File: src/rtl/dual_stream_deserializer.sv
// Two-lane serial-to-parallel deserializer with a shared word-pair FIFO.
// Each lane is packed LSB-first into WIDTH-bit words. Completed pairs go into a
// DEPTH-entry FIFO read through a valid/ready interface. Every entry carries a
// lane-agreement flag. A sticky flag records any word dropped while the FIFO was full.
module dual_stream_deserializer #(
  parameter int WIDTH = 8,
  parameter int DEPTH = 4
) (
  input  logic                       CLK,
  input  logic                       RESET,
  input  logic                       I0,
  input  logic                       I1,
  input  logic                       in_valid,
  input  logic                       out_ready,
  output logic                       out_valid,
  output logic [WIDTH-1:0]           out_data0,
  output logic [WIDTH-1:0]           out_data1,
  output logic                       out_match,
  output logic [$clog2(DEPTH):0]     level,
  output logic                       overflow
);
  localparam int CW = $clog2(WIDTH);
  localparam int AW = $clog2(DEPTH);
  localparam int LW = AW + 1;

  logic [CW-1:0]    r_cnt;
  logic [WIDTH-1:0] r_sh0, r_sh1;
  logic [WIDTH-1:0] r_mem0 [DEPTH];
  logic [WIDTH-1:0] r_mem1 [DEPTH];
  logic             r_memm [DEPTH];
  logic [AW-1:0]    r_wp, r_rp;
  logic [LW-1:0]    r_level;
  logic             r_valid;
  logic             r_ovf;

  logic [WIDTH-1:0] w_nsh0, w_nsh1;
  logic             w_last, w_push, w_pop, w_full, w_wr;
  logic [LW-1:0]    w_level_nxt;

  // Shift registers with the current sample inserted at position cnt. On the
  // last sample, these values are the completed words. They are pushed on the
  // same edge, so no bubble is inserted.
  always_comb begin
    w_nsh0 = r_sh0;
    w_nsh1 = r_sh1;
    w_nsh0[r_cnt] = I0;
    w_nsh1[r_cnt] = I1;
  end

  assign w_last = (r_cnt == CW'(WIDTH - 1));
  assign w_push = in_valid & w_last;
  assign w_pop  = r_valid & out_ready;
  assign w_full = (r_level == LW'(DEPTH));
  // A pop in the same cycle frees the head slot, so a push into a full FIFO still fits.
  assign w_wr   = w_push & (~w_full | w_pop);

  // Next occupancy: one write and one read cancel each other out.
  always_comb begin
    w_level_nxt = r_level;
    case ({w_wr, w_pop})
      2'b10:   w_level_nxt = r_level + LW'(1);
      2'b01:   w_level_nxt = r_level - LW'(1);
      default: w_level_nxt = r_level;
    endcase
  end

  // Bit counter and lane shift registers. Sampling is never stalled by backpressure.
  always_ff @(posedge CLK) begin
    if (RESET) begin
      r_cnt <= '0;
      r_sh0 <= '0;
      r_sh1 <= '0;
    end else if (in_valid) begin
      r_sh0 <= w_nsh0;
      r_sh1 <= w_nsh1;
      r_cnt <= w_last ? '0 : r_cnt + CW'(1);
    end
  end

  // FIFO pointers, occupancy, the registered valid flag and the sticky overflow flag.
  always_ff @(posedge CLK) begin
    if (RESET) begin
      r_wp    <= '0;
      r_rp    <= '0;
      r_level <= '0;
      r_valid <= 1'b0;
      r_ovf   <= 1'b0;
    end else begin
      if (w_wr)  r_wp <= r_wp + AW'(1);
      if (w_pop) r_rp <= r_rp + AW'(1);
      r_level <= w_level_nxt;
      r_valid <= (w_level_nxt != '0);
      if (w_push & w_full & ~w_pop) r_ovf <= 1'b1;
    end
  end

  // FIFO storage. No reset is needed, because the valid flag gates the head outputs.
  always_ff @(posedge CLK) begin
    if (w_wr) begin
      r_mem0[r_wp] <= w_nsh0;
      r_mem1[r_wp] <= w_nsh1;
      r_memm[r_wp] <= (w_nsh0 == w_nsh1);
    end
  end

  assign out_valid = r_valid;
  assign out_data0 = r_valid ? r_mem0[r_rp] : '0;
  assign out_data1 = r_valid ? r_mem1[r_rp] : '0;
  assign out_match = r_valid ? r_memm[r_rp] : 1'b0;
  assign level     = r_level;
  assign overflow  = r_ovf;
endmodule

File: config.mk
export PLATFORM = sky130hd
export DESIGN_NAME = dual_stream_deserializer
export DESIGN_NICKNAME = d
export VERILOG_FILES = /design/src/rtl/dual_stream_deserializer.sv
export SDC_FILE = /design/constraint.sdc
export NUM_CORES = 1
export LEC_CHECK = 0
export ABC_AREA = 1
export CELL_PAD_IN_SITES_DETAIL_PLACEMENT = 1
export CELL_PAD_IN_SITES_GLOBAL_PLACEMENT = 1
export CORE_MARGIN = 8
export CORE_UTILIZATION = 35
export DETAILED_ROUTE_END_ITERATION = 10
export PLACE_DENSITY = 0.65
export SYNTH_ARGS = -nofsm -noshare
export SYNTH_HDL_FRONTEND = slang
export SYNTH_SLANG_ARGS = --single-unit
File: constraint.sdc
create_clock -name CLK -period 3 [get_ports CLK]
set_clock_uncertainty 0.1 [all_clocks]
set_input_delay 0.6 -clock CLK [delete_from_list [all_inputs] [get_ports CLK]]
set_output_delay 0.6 -clock CLK [all_outputs]
set_load 0.02 [all_outputs]
==> run metrics, run 1 <==
via count=3640; post-route ant nets=0; Routed WL=11.5 mm; Starting DRT DRC Count=238; compound-gate portion of the synthesized area=10.6%; IO buf count=27; antenna violations before repair=0; Hold/Removal Path Class=flip-flop to flip-flop; maximum clock frequency=0.346 GHz; Yosys reg bits=98; setup_tns=0 ns; dpl hpwl=7.79 mm; initial core utilization=35.3%; Hold Buf Count CTS=0; gr usage total=14.3%; Setup WS pre-CTS=0.235 ns; Max FO, Critical Path=9; Avg Cell Area, Syn=8.76 um2; synth top area cells=edfxtp_1 (44%), dfxtp_1 (13%), nand2_1 (8.9%); clock buffer depth=2; crit path time final=2.89 ns; Die Ht=131 um; critical path startpoint category=flip-flop; Reg clk slew, reported paths=0.07 ns; xor/xnor share of the synthesized area=0.190%; fraction of layout cells with a size suffix above 1=7.72%; ANT cells=0; Slew HR=63.3%; Die X=131 um; Syn Std Cell Area=0.00462 mm2; pin count of the biggest net entering global routing=39; Setup Fix Bufs, Post-CTS=0; fin area=0.00536 mm2; combinational power share=16.7%; CTS tree=yes; share of total power in the clock network=36.0%; Max Cap Violations=0; final std cells w/o fill=733; WP data required=2.30 ns; Int Power=2.31 mW; Root Buffer=clkbuf_16; syn nets=540; TritonCTS Buffers=9; area post-placement=0.00506 mm2; largest family of logic cells by synthesized area=simple AND/OR/NAND/NOR gates; Fillers=1519; cell taking the most area after synthesis=edfxtp_1; DR DRC count=0; drt via density=4.97; Ys Warns=0; number of I/O pins=28; total gr overflow=0; nets=565; routed len/inst=15.6 um; WP data arrival=2.19 ns; Final Util=41.0%; Final Setup Violations=0; layout overhead on the synthesized area=16.1%; switch share=27.5%; core area=0.0131 mm2; routability cong.=0.749; CTS-repair resized insts=0; Flop pwr share=47.3%; Total Power=3.19 mW; vias in the first global route=3702; H-tree Lvls=3; Synth top area share=44.2%; worst skew pair latency=0.34 ns; Pwr per Cell Area=595 mW/mm2; first-pass GRT wire length=18.9 mm; synthesized-area fraction occupied by adder cells=2.06%; final hold viol count=0; multiplexer share of the synthesized area=0%; status=finished, final reports clean; Tcrit/Tclk final=96.3%; Seq/Total Area, Yosys=57.2%; die area=0.0171 mm2; Slew @ Worst Pin=0.550 ns; Fin Hold WS=0.381 ns; leak pwr=2.21 nW; FP Rows=42; CTS sink cnt=98; WHS Path Cells=1; crit end category=output pin; Netlist cell types=25; Synth Instances=527; final setup margin=0.111 ns; Cells after DPL=717; fraction of the mapped netlist area in simple logic gates=21.8%; VDD IR max=0.000256 V; drt pass-1 iters=4; Final Slew Violations=0; Worst Reg-to-Reg Cells=11; NetSw=879 uW; Crit Path Class=flip-flop to output pin
-- power groups by stage --
stage,combinational [mW],clock [mW],sequential [mW]
3_3_place_gp,0.526,0,1.54
5_1_grt,0.601,1.22,1.51
3_5_place_dp,0.540,0,1.54
6_report,0.535,1.15,1.51
4_1_cts,0.543,1.18,1.51
2_1_floorplan,0.343,0,1.54
-- layout by cell type, fill, tap and decap left out, drive strengths merged --
cell           synthesis  layout
buf                   16      15
bufinv                 0       1
clkbuf                12       9
o21ai                 58      58
nor2                  85      85
a21oi                 40      40
ha                     6       6
clkinvlp               0       2
nand4                 20      20
inv                   56      56
nand2                111     111
edfxtp                68      68
dfxtp                 30      30
nor3                   1       1
fa                     1       1
clkdlybuf4s50          0      27
nand3                 20      20
clkinv                 2       6
xor2                   1       1
-- kinds of logic (layout without fill, tap and decap cells) --
group                    count (synthesis)  after routing
flip-flops                              98             98
AND/OR/NAND/NOR                        237            237
buffers and inverters                   86            116
AO/OA/AOI/OAI                           98             98
adder cells (fa/ha/maj)                  7              7
XOR/XNOR                                 1              1
-- layer usage --
layer	global-route usage, %	vias up	wire (um)
met3	2.92	14	337
met5	0	-	0
li1	-	1792	-
met1	17.6	1795	5400
met2	24.7	39	5560
met4	4.52	0	157
-- state kept, by name (all words and copies together) (netlist names), named ones only --
signal and count:
r_memm 4, r_rp 2, r_mem0 32, r_mem1 32
r_sh0 8, r_sh1 8, overflow 1, r_cnt 3
out_valid 1, r_wp 2, level 3
-- synthesized netlist by cell type (all sizes together) --
| cell type | instances |
|---|---|
| nand2 | 111 |
| nor2 | 85 |
| edfxtp | 68 |
| o21ai | 58 |
| inv | 56 |
| a21oi | 40 |
| dfxtp | 30 |
| nand3 | 20 |
| nand4 | 20 |
| buf | 16 |
| clkbuf | 12 |
| ha | 6 |
| clkinv | 2 |
| fa | 1 |
| nor3 | 1 |
| xor2 | 1 |
-- final timing paths --
check             startpoint      endpoint  slack, ns
setup / recovery   flip-flop  out_data0[2]       0.11
hold / removal       r_rp[0]       r_rp[0]       0.38
setup reg to reg    r_cnt[1]     r_memm[3]       0.85
hold reg to reg      r_rp[0]       r_rp[0]       0.38
-- worst max-delay path: stages (launching register included) --
cell,delay (ns)
dfxtp_1,0.38
clkinvlp_4,0.20
buf_4,0.22
nor2_1,0.10
o21ai_0,0.12
a21oi_1,0.19
clkdlybuf4s50_1,0.63
-- cell type report --
class	count	area, um2	share of cell area, %
Multi-Input combinational cell	343	1600	29.8
Clock inverter	7	70.1	1.31
Timing Repair Buffer	42	383	7.14
Clock buffer	9	225	4.20
Sequential cell	98	2640	49.3
Tap cell	176	220	4.11
Inverter	58	221	4.13
Power figures use the tool's default switching activity.
==> run 2, diff against run 1 <==
- SLEW_MARGIN: not set -> 5
==> results of run 2 <==
The final DEF is identical to that of run 1; final timing and power are the same.
==> run 3, diff against run 2 <==
- CTS_BUF_LIST: not set -> sky130_fd_sc_hd__clkbuf_4
==> run 3 against run 2 <==
Effect of this change:
- via count decreased by 0.60%
- clock-buffer cell count unchanged
- register-to-register slack got worse by 0.02 ns
- first-iteration DRC count decreased by 14%
- largest cell class unchanged
- utilization decreased by 0.98 points
- wire length decreased by 1.7%
- highest routed layer unchanged
==> run metrics, run 3 (same netlist as run 1, synthesis figures left out) <==
Routed WL=11.3 mm (was 11.5 mm); CP Buf/Inv Count=3 (unchanged); Final Slew Violations=0 (unchanged); WHS Path Cells=1 (unchanged); WP data arrival=2.16 ns (was 2.19 ns); layout overhead on the synthesized area=13.4% (was 16.1%); clock buffer depth=2 (unchanged); Crit-path slowest cell=clkdlybuf4s50_1 (unchanged); Root Buffer=clkbuf_4 (was clkbuf_16); TritonCTS Buffers=9 (unchanged); Tcrit/Tclk final=95.3% (was 96.3%); VDD IR max=0.000129 V (was 0.000256 V); Fillers=1538 (was 1519); CTS sink cnt=98 (unchanged); WP data required=2.30 ns (about the same); gr usage total=14.2% (was 14.3%); Final Setup Violations=0 (unchanged); maximum clock frequency=0.350 GHz (was 0.346 GHz); crit-path leading delay family=buffers and inverters (unchanged); Hold Buf Count CTS=0 (unchanged); critical path startpoint category=flip-flop (unchanged); Pwr per Cell Area=524 mW/mm2 (was 595 mW/mm2); initial core utilization=35.3% (unchanged); Starting DRT DRC Count=205 (was 238); IO buf count=27 (unchanged); crit path time final=2.86 ns (was 2.89 ns); Worst Reg-to-Reg Cells=11 (unchanged); Setup Fix Bufs, Post-CTS=0 (unchanged); worst skew pair latency=0.46 ns (was 0.34 ns); setup_tns=0 ns (unchanged); Hold/Removal Path Class=flip-flop to flip-flop (unchanged); commonest non-fill, non-tap cell in the layout=nand2_1 (unchanged); Worst path max stage delay=0.61 ns (was 0.63 ns); core area=0.0131 mm2 (unchanged); cell count along the critical path=6 (unchanged); ANT cells=0 (unchanged); number of I/O pins=28 (unchanged); final hold viol count=0 (unchanged); via count=3618 (was 3640); Reg clk slew, reported paths=0.15 ns (was 0.07 ns); drt pass-1 iters=5 (was 4); Slew HR=63.8% (was 63.3%); CP Cell Sequence=clkinv_2 -> buf_4 -> nor2_1 -> o21ai_0 -> a21oi_1 -> clkdlybuf4s50_1 (was clkinvlp_4 -> buf_4 -> nor2_1 -> o21ai_0 -> a21oi_1 -> clkdlybuf4s50_1); biggest regs=r_mem0 x32, r_mem1 x32 (unchanged); leak pwr=2.30 nW (was 2.21 nW); total gr overflow=0 (unchanged); Max Cap Violations=0 (unchanged); antenna violations before repair=0 (unchanged); crit end category=output pin (unchanged); post-route ant nets=0 (unchanged); routed len/inst=15.4 um (was 15.6 um); vias in the first global route=3678 (was 3702); die area=0.0171 mm2 (unchanged); Max FO, Critical Path=9 (unchanged); status=finished, final reports clean (unchanged); RSZ-0062 raised after global routing=false; Slew @ Worst Pin=0.542 ns (was 0.550 ns); CTS tree=yes (unchanged); first-pass GRT wire length=18.7 mm (was 18.9 mm); H-tree Lvls=3 (unchanged); Die X=131 um (unchanged); fraction of layout cells with a size suffix above 1=7.90% (was 7.72%); commonest non-fill, non-tap cells in the layout=nand2_1 (110), nor2_1 (84), edfxtp_1 (68) (unchanged); dpl hpwl=7.79 mm (unchanged); pin count of the biggest net entering global routing=39 (unchanged); Fin Hold WS=0.393 ns (was 0.381 ns); nets=565 (unchanged); FP Rows=42 (unchanged); routability cong.=0.749 (unchanged); area of the multi-input gates=0.00160 mm2 (unchanged); Die Ht=131 um (unchanged); drt via density=4.94 (was 4.97); Register Area=0.00264 mm2 (about the same); DR DRC count=0 (unchanged); Crit Path Class=flip-flop to output pin (unchanged)
-- run 3: cell count changes in the layout (fill, tap and decap cells not counted), sizes merged --
cell | before | now
clkinvlp | 2 | 1
clkinv | 6 | 7
dlymetal6s2s | 0 | 9
clkdlybuf4s50 | 27 | 17
dlygate4sd2 | 0 | 1
-- run 3: worst reg2reg max path, stage by stage (launching register included) --
cell and delay, ns:
dfxtp_1 0.37, buf_4 0.29, inv_2 0.18, nand3_1 0.17, nand2_1 0.07, nand2_1 0.23
nand2_1 0.09, nand2_1 0.10, nand2_1 0.07, inv_1 0.05, nand2_1 0.04, nor2_1 0.22
-- run 3: final cells by class --
class	count	share of cell area [%]
multi-input combinational	343	30.6
timing repair buffer	42	7.87
sequential	98	50.5
inverter	58	4.23
clock inverter	7	1.34
tap	176	4.21
clock buffer	9	1.29
-- run 3: worst paths after layout --
kind / from / to / slack, ns
worst max-delay path: flip-flop / out_data0[6] / 0.14
worst min-delay path: r_rp[0] / flip-flop / 0.39
worst max register to register: r_cnt[1] / r_memm[3] / 0.83
worst min register to register: r_rp[0] / flip-flop / 0.39
-- run 3: timing repair --
| action | in CTS | in global routing |
|---|---|---|
| endpoints found under the setup margin | 13 | 12 |
| gates resized for setup | 4 | 11 |
| cloned | 0 | 0 |
-- run 3: stage by stage --
stage	cells	worst slack (ns)	util, %	power [mW]	area (um2)
after floorplan	527	0.793	-	1.88	4620
after global placement	717	0.310	38.7	2.06	5060
after detailed placement	717	0.235	38.7	2.08	5060
after CTS	733	0.00226	39.8	2.78	5210
after global routing	733	0.00533	40.0	2.89	5230
final	733	0.142	40.0	2.74	5230
-- run 3: power by group --
group          leakage (nW)  total (mW)  internal (mW)  switching [mW]
registers             0.868        1.51           1.49          0.0234
logic                  1.35       0.531          0.180           0.351
clock network        0.0757       0.702          0.253           0.450
-- run 3: routing by layer --
layer / vias to the layer above / GRT usage [%] / part of all wire (%)
li1: 1797 / - / -
met1: 1771 / 17.4 / 47
met2: 38 / 24.5 / 49
met3: 12 / 2.68 / 2.7
met4: 0 / 4.59 / 1.4
met5: - / 0 / 0
